==> src/rtl/spin_pulse_gen.sv <==
// Spin amplitude -> time-multiplexed 256-bit DAC pulse words.
// Frames of num_spins slots plus gap_words zero words, repeated until a stop is taken at a frame boundary.

module spin_pulse_lane #(
  parameter int SAMPLE_W = 16
) (
  input  logic                en,
  input  logic [SAMPLE_W-1:0] amp,
  output logic [SAMPLE_W-1:0] sample
);
  assign sample = en ? amp : '0;
endmodule

module spin_pulse_gen #(
  parameter int SAMPLE_W = 16,
  parameter int SAMPLES  = 16,
  parameter int WORD_W   = SAMPLE_W*SAMPLES
) (
  input  logic              clk,
  input  logic              rst,
  input  logic              start,
  input  logic              stop,
  input  logic [7:0]        num_spins,
  input  logic [7:0]        gap_words,
  input  logic [4:0]        pulse_width,
  input  logic [15:0]       amp_in,
  input  logic              amp_valid,
  output logic              amp_ready,
  output logic [WORD_W-1:0] dac_word_out,
  output logic              frame_sync,
  output logic              busy,
  output logic              underflow
);

  if (WORD_W != 256) begin : g_bad_word_w
    $error("spin_pulse_gen: WORD_W must be 256");
  end

  typedef enum logic [1:0] {IDLE, PULSE, GAP} state_t;

  state_t     state;
  logic [7:0] spin_cnt, gap_cnt, n_spins_q, gap_q;
  logic [4:0] pw_q, pw_eff;
  logic       stop_pend, stop_now, xfer;
  logic [SAMPLES-1:0][SAMPLE_W-1:0] word_d;

  assign amp_ready = (state == PULSE);
  assign xfer      = amp_valid & amp_ready;
  assign stop_now  = stop_pend | stop;
  // Out-of-range widths fall back to a full-word pulse.
  assign pw_eff    = (pw_q == 5'd0 || pw_q > 5'(SAMPLES)) ? 5'(SAMPLES) : pw_q;

  for (genvar i = 0; i < SAMPLES; i++) begin : g_lane
    spin_pulse_lane #(.SAMPLE_W(SAMPLE_W)) u_lane (
      .en     (xfer && (5'(i) < pw_eff)),
      .amp    (amp_in),
      .sample (word_d[i])
    );
  end

  always_ff @(posedge clk or negedge rst) begin
    if (!rst) begin
      state        <= IDLE;
      spin_cnt     <= '0;
      gap_cnt      <= '0;
      n_spins_q    <= '0;
      gap_q        <= '0;
      pw_q         <= '0;
      stop_pend    <= 1'b0;
      dac_word_out <= '0;
      frame_sync   <= 1'b0;
      busy         <= 1'b0;
      underflow    <= 1'b0;
    end else begin
      dac_word_out <= '0;
      frame_sync   <= 1'b0;
      // busy tracks the word stream: it covers every word produced outside IDLE.
      busy         <= (state != IDLE);
      if (state != IDLE && stop) stop_pend <= 1'b1;
      case (state)
        IDLE: begin
          if (start && num_spins != 8'd0) begin
            n_spins_q <= num_spins;
            gap_q     <= gap_words;
            pw_q      <= pulse_width;
            spin_cnt  <= '0;
            underflow <= 1'b0;
            state     <= PULSE;
          end
        end
        PULSE: begin
          dac_word_out <= word_d;
          frame_sync   <= (spin_cnt == 8'd0);
          if (!amp_valid) underflow <= 1'b1;
          if (spin_cnt == n_spins_q - 8'd1) begin
            if (gap_q != 8'd0) begin
              gap_cnt <= '0;
              state   <= GAP;
            end else if (stop_now) begin
              stop_pend <= 1'b0;
              state     <= IDLE;
            end else begin
              spin_cnt <= '0;
            end
          end else begin
            spin_cnt <= spin_cnt + 8'd1;
          end
        end
        GAP: begin
          if (gap_cnt == gap_q - 8'd1) begin
            if (stop_now) begin
              stop_pend <= 1'b0;
              state     <= IDLE;
            end else begin
              spin_cnt <= '0;
              state    <= PULSE;
            end
          end else begin
            gap_cnt <= gap_cnt + 8'd1;
          end
        end
        default: state <= IDLE;
      endcase
    end
  end

endmodule

==> config.mk <==
export PLATFORM = sky130hd
export DESIGN_NAME = spin_pulse_gen
export DESIGN_NICKNAME = d
export VERILOG_FILES = /design/src/rtl/spin_pulse_gen.sv
export SDC_FILE = /design/constraint.sdc
export NUM_CORES = 1
export LEC_CHECK = 0
export ABC_AREA = 1
export BUFFER_PORTS_ARGS = -buffer_cell sky130_fd_sc_hd__buf_4
export CORE_ASPECT_RATIO = 0.6
export CORE_MARGIN = 3
export CORE_UTILIZATION = 57
export CTS_BUF_LIST = sky130_fd_sc_hd__clkbuf_8
export DETAILED_ROUTE_END_ITERATION = 10
export MAX_ROUTING_LAYER = met4
export PLACE_DENSITY = 0.95
export SLEW_MARGIN = 20
export SYNTH_ARGS = -nofsm -noshare
export SYNTH_HDL_FRONTEND = slang
export SYNTH_HIERARCHICAL = 1
export SYNTH_SLANG_ARGS = --single-unit
==> constraint.sdc <==
create_clock -name clk -period 3 [get_ports clk]
set_clock_uncertainty 0.1 [all_clocks]
set_input_delay 0.3 -clock clk [delete_from_list [all_inputs] [get_ports clk]]
set_output_delay 0.3 -clock clk [all_outputs]
set_load 0.03 [all_outputs]
==> metrics.csv, run 1 <==
stage,metric,value,unit
status,status,"finished, final reports clean",
cts,Clock Tree Buf Depth,3,
synthesis,Synth async-reset ratio,100.0,%
synthesis,warnings from Yosys,6,
cts,clk root buf,clkbuf_8,
cts,CTS tree,yes,
floorplanning,Core Area,24330,µm²
floorplanning,I/O Pins,302,
floorplanning,die area,26950,µm²
routing,Residual DRC,0,
critical_path,slowest cell on the critical path,dfrtp_1,
synthesis,Main synth FF type,dfrtp_1,
critical_path,Critical R2R Capture,dac_word_out[146]$_DFF_PN0_,
critical_path,"Buf+Inv Stages, Crit Path",7,
synthesis,Synth Instances,1820,
timing,Fin Setup TNS,0,ns
synthesis,"area leader, netlist",dfrtp_1,
synthesis,post-synthesis compound-gate area fraction,1.504,%
worst_hold_path,worst min path class,input port to register,
global_routing,first-pass GRT wire length,67360,µm
timing,Hold WS,0.1073,ns
critical_path,Worst setup EP type,register,
synthesis,Synth Area in XOR/XNOR,1.354,%
cts,Worst-Skew Late Latency,0.56,ns
synthesis,main combinational cell family by area after synthesis,simple AND/OR/NAND/NOR gates,
routing,WL/cell,17.86,µm
layout,antenna cells,0,
routing,iteration count of the initial detailed-routing pass,7,
global_routing,final global-route overflow total,0,
critical_path,CP max FO,16,
floorplanning,row count,44,
routing,Post-DRT Antenna Nets,0,
floorplanning,Initial Util,58.47,%
synthesis,Synth top area share,52.59,%
layout,Layout Cells excl Fill,2498,
synthesis,Post-Syn Nets,1873,
floorplanning,die outline height,128.4,µm
timing,relative slew slack,42.27,%
layout,most common library cell in the layout ignoring fill and taps,nand2_1,
synthesis,"Seq/Total Area, Yosys",52.59,%
critical_path,WP data arrival,3.15,ns
synthesis,"EDFF count, synth",0,
synthesis,synthesized flop and latch total,299,
timing,final max-slew violation count,0,
cts,clock-pin slew on the worst setup and hold paths,0.06,ns
worst_hold_path,Worst Hold Launch,amp_in[10],
floorplanning,die width,210.0,µm
power_and_ir_drop,power per cell area,738.0,nW/µm²
timing,Slew @ Worst Pin,0.8660,ns
routing,vias,12470,
worst_hold_path,Hold Path Sink,dac_word_out[218]$_DFF_PN0_,
cts,CTS Buf Count,45,
routing,Vias/cell,4.990,
placement,placer's final routability congestion estimate,0.9702,
critical_path,Worst EP required,3.38,ns
critical_path,Reg-to-Reg Start,pw_q[2]$_DFFE_PN0P_,
layout,Nets,2198,
placement,DP HPWL,27630,µm
global_routing,gr usage total,33.61,%
synthesis,synth top area cells,"dfrtp_1 (53%), nand2_1 (16%), inv_1 (15%), nand2_2 (3.5%), buf_12 (2.3%)",
routing,Total Wirelength,44620,µm
critical_path,Top delay family on crit path,buffers and inverters,
global_routing,vias in the first global route,12510,
power_and_ir_drop,Peak VDD IR,0.5329,mV
timing,fin crit share,92.42,%
critical_path,"setup slack, reg-to-reg",0.23,ns
worst_hold_path,Hold Crit Depth,5,
critical_path,"slowest stage delay, CP",0.37,ns
critical_path,Critical Path Start,pw_q[2]$_DFFE_PN0P_,
power_and_ir_drop,P_leak,13.01,nW
synthesis,Adder-Cell Fraction of Synth Area,0.9674,%
synthesis,"Avg Cell Area, Syn",7.817,µm²
timing,minimum clock period,2.772,ns
synthesis,"Distinct cells, synth",30,
layout,final instance area,17640,µm²
synthesis,Synth Cell Area,14230,µm²
layout,Area Overhead vs Synth,23.99,%
critical_path,critical path class,register to register,
routing,1st-iter DRT viols,1293,
placement,I/O Buffers,301,
global_routing,initial antenna violation count,0,
timing,maximum clock frequency,360.7,MHz
synthesis,Synth Area in Simple Gates,23.57,%
cts,clock sinks,299,
timing,Hold Fails Final Rpt,0,
layout,layout cells sized above 1,22.47,%
critical_path,CP Cell Sequence,"inv_1, nand4_1, ha_1, inv_1, nand2_1, nand2_1, inv_1, nor2_1, inv_1, nor2_1, buf_4, nand2_1, inv_1, nand2_1, inv_1",
placement,Placed Area,16520,µm²
run,max_cap viols,0,
power_and_ir_drop,Final Total Pwr,13.02,mW
critical_path,Worst path most repeated cell,inv_1,
placement,Post-Place Cells,2398,
cts,H-tree levels,2,
critical_path,crit start category,register,
timing,final setup fails,0,
synthesis,post-synthesis mux area share,0.3166,%
layout,"commonest cells after routing, fill and taps aside","nand2_1 (596), inv_1 (586), buf_4 (321)",
global_routing,largest net degree at the start of global routing,190,
timing,unrepaired setup endpoints after global routing,no,
critical_path,worst reg-to-reg path cell count,15,
through the flow:
stage               setup WS [ns]  utilization, %
floorplan                  0.6185               -
global placement           0.4785           67.87
detailed placement         0.2651           67.87
CTS                        0.2137           72.49
global route              0.02881           72.50
finish                     0.2275           72.50
worst max path at each step:
stage	end	cells past startpoint
floorplan	dac_word_out[198]$_DFF_PN0_	14
global placement	dac_word_out[207]$_DFF_PN0_	16
detailed placement	dac_word_out[200]$_DFF_PN0_	16
CTS	dac_word_out[200]$_DFF_PN0_	16
global route	dac_word_out[200]$_DFF_PN0_	16
finish	dac_word_out[146]$_DFF_PN0_	15
synth_stat cells, drive strengths merged (11+ instances only):
| master | instances |
|---|---|
| inv | 572 |
| o21ai | 25 |
| dfrtp | 299 |
| a21oi | 11 |
| nand2 | 678 |
| clkbuf | 37 |
| nor2 | 61 |
| ha | 11 |
| xor2 | 14 |
| nand3 | 46 |
| buf | 33 |
tightest hold or removal path, stage by stage:
cell and delay (ns):
buf_4 0.21, nand2_1 0.10, inv_1 0.03, nand2_1 0.05, inv_1 0.03
power by group:
part	total (mW)	internal [mW]	switching (mW)
clock	3.39	1.78	1.61
combinational	4.88	1.37	3.52
sequential	4.75	4.45	0.292
total	13.0	7.60	5.42
per-layer routing:
metal	vias to the layer above	track usage (%)	share of wire, %
li1	5632	-	-
met1	5776	40.73	37
met2	868	52.29	46
met3	190	10.40	13
met4	0	15.38	4.8
met5	-	-	0
area by class of cell:
type	instances	area (µm²)
sequential	299	7482
fill	1637	6693
timing repair buffer	348	2725
multi-input combinational	879	3980
clock inverter	18	77.57
inverter	572	2147
tap	322	402.9
clock buffer	60	825.8
state kept, by name (all words and copies together), names as in the netlist, 2 cells and up:
name          cells
dac_word_out    256
gap_cnt           8
gap_q             8
n_spins_q         8
spin_cnt          8
pw_q              5
state             2
repair_timing:
| item | 4_1_cts | 5_1_grt |
|---|---|---|
| endpoints found under the hold margin | 95 | 0 |
| setup endpoints to repair | 0 | 11 |
| hold buffers | 22 | 0 |
| gates resized for setup | 0 | 1 |
| buffers inserted | 0 | 0 |
cell families after synthesis:
family	Yosys count
adder cells (fa/ha/maj)	11
flip-flops	299
AO/OA/AOI/OAI	39
XOR/XNOR	22
buffers and inverters	642
multiplexers	4
AND/OR/NAND/NOR	803
No activity file was read; power rests on OpenSTA's default activity.
==> inputs of run 2 (changes only) <==
GPL_ROUTABILITY_DRIVEN = 0   (was unset)
PLACE_DENSITY = 0.84   (was 0.95)
==> run 2 against run 1 <==
  * Non-clock buffer count shrank 2
  * Flip-flop and latch count stayed put
  * Global-route usage down 3.8 points
  * Clock-buffer cell count down 2
  * Sequential power about the same
  * Utilization shrank 0.16 points
  * Setup slack improved by 0.051 ns
  * Final cell count fell by 0.20%
  * Die area unchanged
  * Hold slack got worse by 0.029 ns
==> metrics.csv, run 2 (synthesized netlist as in run 1, its figures left out) <==
stage,metric,value,unit
status,status,"finished, final reports clean",
critical_path,Worst setup EP type,register,
timing,Fin Setup TNS,0,ns
layout,layout cells sized above 1,22.20,%
floorplanning,die area,26950,µm²
global_routing,met3 Track Usage GR,10.01,%
critical_path,WP data arrival,3.13,ns
layout,Area Overhead vs Synth,23.72,%
worst_hold_path,Worst Hold Launch,amp_in[10],
critical_path,Top delay family on crit path,buffers and inverters,
critical_path,CP Cell Sequence,"inv_1, nand4_1, ha_1, inv_1, nand2_1, nand2_1, inv_1, nor2_1, inv_1, a21oi_1, o21a_1, buf_12, nand2_1, inv_1, nand2_1, inv_1",
cts,clock-pin slew on the worst setup and hold paths,0.07,ns
timing,unrepaired setup endpoints after global routing,no,
global_routing,met1 usage,39.05,%
cts,H-tree levels,2,
routing,1st-iter DRT viols,1098,
global_routing,gr usage total,29.83,%
global_routing,first-pass GRT wire length,60300,µm
global_routing,largest net degree at the start of global routing,216,
cts,clock sinks,299,
worst_hold_path,Hold Crit Depth,5,
floorplanning,die outline height,128.4,µm
routing,Vias/cell,4.645,
critical_path,slowest cell on the critical path,dfrtp_1,
critical_path,"slowest stage delay, CP",0.38,ns
critical_path,crit start category,register,
cts,CTS tree,yes,
worst_hold_path,worst min path class,input port to register,
critical_path,Critical R2R Capture,dac_word_out[195]$_DFF_PN0_,
power_and_ir_drop,power per cell area,721.0,nW/µm²
layout,Largest Register,dac_word_out,
timing,fin crit share,90.71,%
timing,final max-slew violation count,0,
layout,antenna cells,0,
timing,Slew @ Worst Pin,0.9790,ns
global_routing,initial antenna violation count,1,
cts,clk root buf,clkbuf_8,
layout,Nets,2195,
cts,Resized cells post-CTS,0,
routing,vias,11580,
layout,Layout Cells excl Fill,2493,
critical_path,"setup slack, reg-to-reg",0.28,ns
layout,Fillers,1731,
layout,final core utilization,72.34,%
layout,most common library cell in the layout ignoring fill and taps,nand2_1,
routing,WL/cell,15.61,µm
critical_path,critical path class,register to register,
routing,Residual DRC,0,
floorplanning,Core Area,24330,µm²
routing,Total Wirelength,38930,µm
placement,I/O Buffers,301,
floorplanning,die width,210.0,µm
floorplanning,Initial Util,58.47,%
routing,iteration count of the initial detailed-routing pass,5,
critical_path,Reg-to-Reg Start,pw_q[2]$_DFFE_PN0P_,
critical_path,worst reg-to-reg path cell count,16,
timing,minimum clock period,2.721,ns
cts,# Post-CTS Setup Buffers,0,
floorplanning,I/O Pins,302,
placement,DP HPWL,25580,µm
timing,Hold Fails Final Rpt,0,
power_and_ir_drop,Peak VDD IR,0.8704,mV
critical_path,CP max FO,13,
timing,relative slew slack,34.73,%
cts,CTS Buf Count,44,
global_routing,grt met2 use,44.80,%
cts,Clock Tree Buf Depth,3,
placement,Post-Place Cells,2396,
cts,Worst-Skew Late Latency,0.56,ns
timing,maximum clock frequency,367.5,MHz
routing,Post-DRT Antenna Nets,0,
layout,max reg flops,256,
global_routing,vias in the first global route,11210,
timing,fin worst setup slack,0.2788,ns
global_routing,GR peak layer,met2,
global_routing,final global-route overflow total,0,
critical_path,"Buf+Inv Stages, Crit Path",7,
floorplanning,row count,44,
critical_path,Worst path most repeated cell,inv_1,
timing,final setup fails,0,
critical_path,Worst EP required,3.41,ns
placement,pre-CTS WS,0.3579,ns
power_and_ir_drop,P_leak,12.99,nW
run,max_cap viols,0,
worst_hold_path,Hold Path Sink,dac_word_out[10]$_DFF_PN0_,
layout,"commonest cells after routing, fill and taps aside","nand2_1 (596), inv_1 (586), buf_4 (318)",
## run 2: cell type report
class | instances | area (µm²) | share of cell area (%)
sequential | 299 | 7482 | 42.51
tap | 322 | 402.9 | 2.289
clock inverter | 17 | 72.57 | 0.4123
clock buffer | 58 | 798.3 | 4.535
inverter | 572 | 2147 | 12.20
multi-input combinational | 879 | 3976 | 22.59
timing repair buffer | 346 | 2723 | 15.47
## run 2: power breakdown
part / total [mW] / internal, mW / switching, mW
clock: 3.25 / 1.71 / 1.53
combinational: 4.73 / 1.37 / 3.36
sequential: 4.72 / 4.46 / 0.262
## run 2: worst max path at each step
stage	from	to	slack, ns	cells past startpoint
after global placement	pw_q[2]$_DFFE_PN0P_	dac_word_out[49]$_DFF_PN0_	0.48	12
after CTS	pw_q[2]$_DFFE_PN0P_	dac_word_out[195]$_DFF_PN0_	0.33	16
final	pw_q[2]$_DFFE_PN0P_	dac_word_out[195]$_DFF_PN0_	0.28	16
after global routing	pw_q[2]$_DFFE_PN0P_	dac_word_out[200]$_DFF_PN0_	0.03	16
after detailed placement	pw_q[2]$_DFFE_PN0P_	dac_word_out[200]$_DFF_PN0_	0.36	16
after floorplan	state[1]$_DFFE_PN0P_	dac_word_out[198]$_DFF_PN0_	0.62	14
## run 2: worst min-delay path, stage by stage
cell,delay [ns]
buf_4,0.20
nand2_1,0.10
inv_1,0.03
nand2_1,0.05
inv_1,0.03
## run 2: per-stage QoR
step / total power [mW] / instance area, µm² / hold WS, ns
floorplan: 8.292 / 14230 / -0.09559
finish: 12.69 / 17600 / 0.07859
detailed placement: 9.406 / 16510 / 0.2266
global route: 13.50 / 17600 / 0.06796
global placement: 9.259 / 16510 / 0.2262
CTS: 12.70 / 17600 / 0.03490
## run 2: routing by layer
metal,vias up,routed length (µm)
li1,5627,-
met1,5316,16220
met2,546,17270
met3,91,4466
met4,0,969
met5,-,0
## run 2: repair_timing
action / CTS / global route
hold endpoints to repair: 93 / 0
hold buffers: 22 / 0
setup endpoints to repair: 0 / 0
